`src/rtl/alu_op_sequencer_if.sv`:
```
// Board-side bundle for the ALU op sequencer: switches, five push
// buttons, and the LED result with its busy/done status.
interface alu_op_sequencer_if #(
    parameter int BITS = 16
);
    logic [BITS-1:0] SW;
    logic            BTNC;
    logic            BTNU;
    logic            BTND;
    logic            BTNL;
    logic            BTNR;
    logic [BITS-1:0] LED;
    logic            busy;
    logic            done;

    // Board / stimulus side: drives switches and buttons, observes results.
    modport master (
        output SW, BTNC, BTNU, BTND, BTNL, BTNR,
        input  LED, busy, done
    );

    // Sequencer side.
    modport slave (
        input  SW, BTNC, BTNU, BTND, BTNL, BTNR,
        output LED, busy, done
    );
endinterface

```
`src/rtl/alu_op_sequencer.sv`:
```
// Button-driven sequencer for the switch ALU operations (leading-ones,
// ones-count, add, sub, mult). Buttons are synchronized and debounced,
// a press captures SW, and the selected op runs on a small iterative
// datapath. The result is held on LED until the next op completes.
module alu_op_sequencer #(
    parameter int BITS            = 16,
    parameter int DEBOUNCE_CYCLES = 4
) (
    input logic               clk,
    input logic               reset,
    alu_op_sequencer_if.slave bus
);
    localparam int HALF = BITS / 2;
    localparam int NBTN = 5;
    localparam int CW   = $clog2(DEBOUNCE_CYCLES + 1);
    localparam int SW_W = $clog2(BITS);
    localparam int MW   = $clog2(HALF);

    localparam logic [CW-1:0]   CNT_MAX  = CW'(DEBOUNCE_CYCLES);
    localparam logic [SW_W-1:0] LAST_BIT = SW_W'(BITS - 1);
    localparam logic [SW_W-1:0] LAST_MUL = SW_W'(HALF - 1);

    typedef enum logic [1:0] {S_IDLE, S_RUN, S_DONE} state_e;
    typedef enum logic [2:0] {OP_LO, OP_NO, OP_ADD, OP_SUB, OP_MULT} op_e;

    // Button vector, index order is also priority order (0 wins).
    logic [NBTN-1:0] btn_raw, sync1, sync2, deb, deb_q, press;
    logic [CW-1:0]   db_cnt [NBTN];

    state_e            state_q, state_d;
    op_e               op_q, ev_op;
    logic              ev_valid;
    logic [BITS-1:0]   sw_q, acc_q, acc_d, result, led_q;
    logic [SW_W-1:0]   step_q, lo_idx;
    logic              last;
    logic              busy, done;

    logic [HALF-1:0]   op_a, op_b, mag_a, mag_b;
    logic              neg;

    assign btn_raw = {bus.BTNC, bus.BTNR, bus.BTNL, bus.BTND, bus.BTNU};
    assign press   = deb & ~deb_q;

    assign op_a   = sw_q[BITS-1:HALF];
    assign op_b   = sw_q[HALF-1:0];
    assign mag_a  = op_a[HALF-1] ? -op_a : op_a;
    assign mag_b  = op_b[HALF-1] ? -op_b : op_b;
    assign neg    = op_a[HALF-1] ^ op_b[HALF-1];
    assign lo_idx = LAST_BIT - step_q;

    assign bus.LED  = led_q;
    assign bus.busy = busy;
    assign bus.done = done;

    // Synchronize buttons, count consecutive highs, register the debounced level.
    always_ff @(posedge clk) begin
        if (reset) begin
            sync1 <= '0;
            sync2 <= '0;
            deb   <= '0;
            deb_q <= '0;
            // NOTE: the counter array is a handful of flops, not a RAM, so it is cleared by reset like any other state.
            for (int i = 0; i < NBTN; i++) db_cnt[i] <= '0;
        end else begin
            // NOTE: non-blocking assignments here so every flop samples the pre-edge value of its source.
            sync1 <= btn_raw;
            sync2 <= sync1;
            deb_q <= deb;
            for (int i = 0; i < NBTN; i++) begin
                if (!sync2[i]) begin
                    db_cnt[i] <= '0;
                    deb[i]    <= 1'b0;
                end else if (db_cnt[i] != CNT_MAX) begin
                    db_cnt[i] <= db_cnt[i] + 1'b1;
                    deb[i]    <= (db_cnt[i] == CNT_MAX - 1'b1);
                end
            end
        end
    end

    // Pick the single highest-priority press event of this cycle.
    always_comb begin
        // NOTE: every output gets a default first so no path can infer a latch.
        ev_valid = |press;
        ev_op    = OP_MULT;
        if (press[0])      ev_op = OP_LO;
        else if (press[1]) ev_op = OP_NO;
        else if (press[2]) ev_op = OP_ADD;
        else if (press[3]) ev_op = OP_SUB;
    end

    // One iteration of the selected op: next accumulator, last-cycle flag, final result.
    always_comb begin
        acc_d  = acc_q;
        last   = 1'b1;
        result = acc_q;
        case (op_q)
            OP_ADD:  result = {{HALF{op_a[HALF-1]}}, op_a} + {{HALF{op_b[HALF-1]}}, op_b};
            OP_SUB:  result = {{HALF{op_a[HALF-1]}}, op_a} - {{HALF{op_b[HALF-1]}}, op_b};
            OP_MULT: begin
                if (mag_b[step_q[MW-1:0]]) acc_d = acc_q + (BITS'(mag_a) << step_q[MW-1:0]);
                last   = (step_q == LAST_MUL);
                result = neg ? -acc_d : acc_d;
            end
            OP_LO: begin
                last   = sw_q[lo_idx] || (step_q == LAST_BIT);
                result = sw_q[lo_idx] ? BITS'(lo_idx) + 1'b1 : '0;
            end
            OP_NO: begin
                acc_d  = acc_q + BITS'(sw_q[step_q]);
                last   = (step_q == LAST_BIT);
                result = acc_d;
            end
            default: ;
        endcase
    end

    // FSM state register.
    always_ff @(posedge clk) begin
        if (reset) state_q <= S_IDLE;
        else       state_q <= state_d;
    end

    // FSM next state and status outputs.
    always_comb begin
        state_d = state_q;
        busy    = (state_q != S_IDLE);
        done    = (state_q == S_DONE);
        case (state_q)
            S_IDLE:  if (ev_valid) state_d = S_RUN;
            S_RUN:   if (last)     state_d = S_DONE;
            S_DONE:  state_d = S_IDLE;
            default: state_d = S_IDLE;
        endcase
    end

    // Datapath: capture operands on an accepted event, iterate in RUN, load LED on the last step.
    always_ff @(posedge clk) begin
        if (reset) begin
            sw_q   <= '0;
            op_q   <= OP_LO;
            step_q <= '0;
            acc_q  <= '0;
            led_q  <= '0;
        end else begin
            case (state_q)
                S_IDLE: if (ev_valid) begin
                    sw_q   <= bus.SW;
                    op_q   <= ev_op;
                    step_q <= '0;
                    acc_q  <= '0;
                end
                S_RUN: begin
                    acc_q  <= acc_d;
                    step_q <= step_q + 1'b1;
                    if (last) led_q <= result;
                end
                default: ;
            endcase
        end
    end
endmodule
```
`src/flat_wrapper.sv`:
```
// flat-port wrapper written by rule: the top's interface ports become plain ports
module alu_op_sequencer_flat 
#(
    parameter int BITS            = 16,
    parameter int DEBOUNCE_CYCLES = 4
)
  (clk, reset, bus_SW, bus_BTNC, bus_BTNU, bus_BTND, bus_BTNL, bus_BTNR, bus_LED, bus_busy, bus_done);
  alu_op_sequencer_if #(.BITS(BITS)) bus_i ();
  input logic clk;
  input logic reset;
  input wire logic [$bits(bus_i.SW)-1:0] bus_SW;
  input wire logic [$bits(bus_i.BTNC)-1:0] bus_BTNC;
  input wire logic [$bits(bus_i.BTNU)-1:0] bus_BTNU;
  input wire logic [$bits(bus_i.BTND)-1:0] bus_BTND;
  input wire logic [$bits(bus_i.BTNL)-1:0] bus_BTNL;
  input wire logic [$bits(bus_i.BTNR)-1:0] bus_BTNR;
  output wire logic [$bits(bus_i.LED)-1:0] bus_LED;
  output wire logic [$bits(bus_i.busy)-1:0] bus_busy;
  output wire logic [$bits(bus_i.done)-1:0] bus_done;
  assign bus_i.SW = bus_SW;
  assign bus_i.BTNC = bus_BTNC;
  assign bus_i.BTNU = bus_BTNU;
  assign bus_i.BTND = bus_BTND;
  assign bus_i.BTNL = bus_BTNL;
  assign bus_i.BTNR = bus_BTNR;
  assign bus_LED = bus_i.LED;
  assign bus_busy = bus_i.busy;
  assign bus_done = bus_i.done;
  alu_op_sequencer #(.BITS(BITS), .DEBOUNCE_CYCLES(DEBOUNCE_CYCLES)) u_core (.clk(clk), .reset(reset), .bus(bus_i));
endmodule
```
`config.mk`:
```
export PLATFORM = sky130hd
export DESIGN_NAME = alu_op_sequencer_flat
export DESIGN_NICKNAME = d
export VERILOG_FILES = /design/src/rtl/alu_op_sequencer_if.sv /design/src/rtl/alu_op_sequencer.sv /design/src/flat_wrapper.sv
export SDC_FILE = /design/constraint.sdc
export NUM_CORES = 1
export LEC_CHECK = 0
export BUFFER_PORTS_ARGS = -buffer_cell sky130_fd_sc_hd__buf_2
export CORE_ASPECT_RATIO = 1.75
export CORE_MARGIN = 3
export CORE_UTILIZATION = 55
export DETAILED_ROUTE_END_ITERATION = 8
export PLACE_DENSITY = 0.7
export RECOVER_POWER = 25
export SYNTH_ARGS = -nofsm -noshare
export SYNTH_HDL_FRONTEND = slang
export SYNTH_SLANG_ARGS = --single-unit
```
`constraint.sdc`:
```
create_clock -name clk -period 5.28 [get_ports clk]
set_input_delay 1.056 -clock clk [delete_from_list [all_inputs] [get_ports clk]]
set_output_delay 1.056 -clock clk [all_outputs]
set_load 0.02 [all_outputs]
```
==> flow_summary_export.csv <==
group,metric,value,unit
layout,fin_util,59.97,%
clock_network,cts_resized,0,
clock_network,post-cts-setup-buffer-count,0,
layout,ff_latch_area,0.001992,mm^2
clock_network,cts.clk_slew.worst_paths,0.07,ns
job,cap_viol_max_count,1,
global_route,grt_pass1_vias,7561,
drt,wl,23440,um
timing,worst_pin_slew,1.560,ns
layout,area_growth,5.334,%
synth,synthCells,1032,
pwr,pwr-share-clk,48.7,%
global_route,antenna_found_initial,0,
synth,syn_avg_cell_area,7.751,um^2
synth,muxShareOfSynthArea,5.678,%
synth,yosys_most_used_dff,"dfxtp_1",
floorplanning,die_area,0.01608,mm^2
pwr,p_int,1104,uW
clock_network,cts_tree,"done",
pwr,p_leak,0.003239,uW
layout,n_antenna_cell,0,
global_route,gr-usage-all-layers,29.24,%
run_status,status,"finished, violations left",
setup_path,max_stage_delay,0.53,ns
layout,multiInputGateArea,0.005395,mm^2
synth,synth_top_area_share,19.27,%
setup_path,critPathMaxFanout,9,
timing,skew,0.01121,ns
clock_network,cts_root_buf,"clkbuf_16",
synth,synth_xor_area_share,5.240,%
pwr,comb_power_share,1.9,%
drt,vias,7706,
timing,report.final.setup_viol,0,
min_path,hold_depth,1,
placement,gp_congestion,0.9240,
floorplanning,die_x,97.16,um
setup_path,crit_type,"reg -> reg",
synth,syn_nets,1112,
layout,drive_gt1_share,10.66,%
clock_network,holdBufCountCts,0,
floorplanning,core-area,0.01405,mm^2
floorplanning,dieHeight,165.5,um
min_path,min_from,"u_core.sync1[4]",
synth,ys_async_sr_fraction,0,%
synth,mappedNetlistArea,0.007999,mm^2
timing,min_period,4.863,ns
placement,hpwlAfterDp,17940,um
setup_path,worstSetupEndpointType,"flop",
setup_path,rr_startpoint,"u_core.sw_q[9]",
setup_path,crit_path_start_kind,"flop",
synth,synth-compound-area-share,23.99,%
setup_path,cp_cell_sequence,"or3_1, or3_1, o211ai_1, o21ai_0, o21a_1, mux2_2, nor2_1, a21oi_1, ha_1, a21oi_1, o221ai_1, o211ai_1, a21boi_0, mux2_2, nor2_1, nor3_1, mux2_4, nor3_2",
synth,yosys.area_share.simple,23.34,%
global_route,grt_max_degree,34,
synth,yosysSeqAreaShare,24.90,%
setup_path,cp.arrival,5.15,ns
global_route,overflow,0,
pwr,power,1448,uW
run_status,failed_checks,"max-capacitance violations, max-slew violations",
setup_path,worst_ep_required_time,5.57,ns
synth,synth_cell_types,98,
min_path,hp-class,"reg -> reg",
synth,synthTopCellsByArea,"dfxtp_1 19%, ha_1 8.4%, a21oi_1 5.8%",
layout,nets,1107,
floorplanning,start_util,56.93,%
synth,ys_warn_count,0,
timing,rsz0062_at_grt,"false",
synth,synth_top_family_by_area,"compound AO/OA/AOI/OAI gates",
timing,fin_setup_tns,0,ns
setup_path,cp-startpoint,"u_core.sw_q[9]",
pwr,pwr_density_cell,171.8,mW/mm^2
drt,ant_nets,0,
clock_network,clk_latency,0.36,ns
synth,yosys.area.top_type,"dfxtp_1",
synth,synthAdderAreaFrac,9.198,%
pwr,p_seq_share,49.4,%
timing,finalHoldViolCount,0,
clock_network,cts_sinks,92,
pwr,vdd_drop_max,0.2228,mV
pwr,swShare,23.77,%
drt,vias_per_cell,6.374,
clock_network,numCtsBuffers,9,
timing,relSlewSlack,-4.000,%
drt,route.detailed.drc,0,
timing,fin_crit_sh,92.10,%
setup_path,rr_worst_depth,18,
placement,port_buffers,40,
synth,synth-edff-count,15,
drt,wl_per_cell,19.39,um
global_route,grt_pass1_wl,37450,um
timing,final_max_slew_viol_count,34,
floorplanning,rows,57,
floorplanning,io_pins,41,
drt,drt_iter0_drc,591,
clock_network,clk_path_buf_depth,2,
timing,max_freq,0.2057,GHz
synth,synth-seq-cells,92,
drt,dr.pass1.iters,5,
layout,nFillCells,1326,
setup_path,critPathSlowestCell,"a21boi_0",
pwr,p_switching,344.1,uW
clock_network,htreeDepth,3,
metrics by stage:
step | hold slack, ns | std cells | area [um^2] | worst slack (ns)
6_report | 0.4444 | 1209 | 8426 | 0.4174
5_1_grt | 0.4624 | 1209 | 8426 | 0.09808
4_1_cts | 0.4483 | 1209 | 8441 | 0.4857
3_5_place_dp | 0.4247 | 1193 | 8120 | 0.5258
3_3_place_gp | 0.4213 | 1193 | 8120 | 0.6030
2_1_floorplan | 0.4138 | 1032 | 7999 | 0.8848
routing by layer:
metal / routed length (um) / vias to the layer above / track usage (%) / share of wire [%]
li1: - / 3678 / - / -
met1: 8317 / 3611 / 29.66 / 35
met2: 12010 / 284 / 53.58 / 51
met3: 1047 / 133 / 3.825 / 4.5
met4: 2065 / 0 / 23.26 / 8.8
met5: 0 / - / 0 / 0
kinds of logic after synthesis:
logic type | after synthesis
buffers and inverters | 126
muxes | 31
and+or+nand+nor | 390
xor gates and xnor gates | 47
AOI/OAI and AO/OA | 289
DFF | 92
adders and majority gates | 57
worst paths after layout:
path                   endpoint  slack [ns]
min reg2reg     u_core.sync2[4]        0.44
min             u_core.sync2[4]        0.44
max reg2reg  u_core.bus.LED[15]        0.42
max          u_core.bus.LED[15]        0.42
layout by cell type (no fill, tap or decap), types with 15 or more instances in the layout:
cell type / netlist / layout
buf_2: 5 / 34
nand3_1: 42 / 42
a211oi_1: 15 / 15
a21oi_1: 92 / 92
nor2_1: 105 / 105
edfxtp_1: 15 / 15
ha_1: 54 / 54
dfxtp_1: 77 / 77
inv_1: 56 / 56
nor2b_1: 23 / 23
xnor2_1: 28 / 28
xor2_1: 18 / 18
o21ai_0: 60 / 60
nor3_1: 33 / 33
mux2i_1: 15 / 15
nand2_1: 118 / 118
sequential cells by signal (all words and copies together), names as in the netlist:
signal / cells
u_core.deb_q: 5
u_core.op_q: 3
u_core.sw_q: 16
u_core.bus.LED: 16
u_core.sync2: 5
u_core.acc_q: 16
u_core.state_q: 2
u_core.sync1: 5
u_core.step_q: 4
u_core.deb: 5
u_core.db_cnt: 15
worst max-delay path: cells and delay by family, from the launching register on:
kind            cells  cell delay [ns]
flops               1             0.42
compound gates      8             1.67
mux                 3             1.00
simple gates        6             1.29
fa+ha+maj           1             0.40
synth_stat cells (18+ instances only):
cell      number
a21oi_1       92
clkbuf_1      44
dfxtp_1       77
ha_1          54
inv_1         56
nand2_1      118
nand3_1       42
nor2_1       105
nor2b_1       23
nor3_1        33
o21ai_0       60
xnor2_1       28
xor2_1        18
area by class of cell:
cell class | instances | area share (%)
clock inverters | 7 | 1.129
clock buffers | 9 | 2.673
repair buffers | 53 | 3.356
inverters | 57 | 2.539
well taps | 177 | 2.628
flip-flops and latches | 92 | 23.64
multi-input cells | 814 | 64.03
power by group through the flow:
stage | sequential (uW) | clock (uW) | combinational [uW]
3_5_place_dp | 732 | 0 | 28.4
5_1_grt | 716 | 743 | 30.9
6_report | 715 | 705 | 27.7
3_3_place_gp | 732 | 0 | 28.2
2_1_floorplan | 731 | 0 | 17.0
4_1_cts | 715 | 716 | 28.4
(Power assumes the default switching activity.)
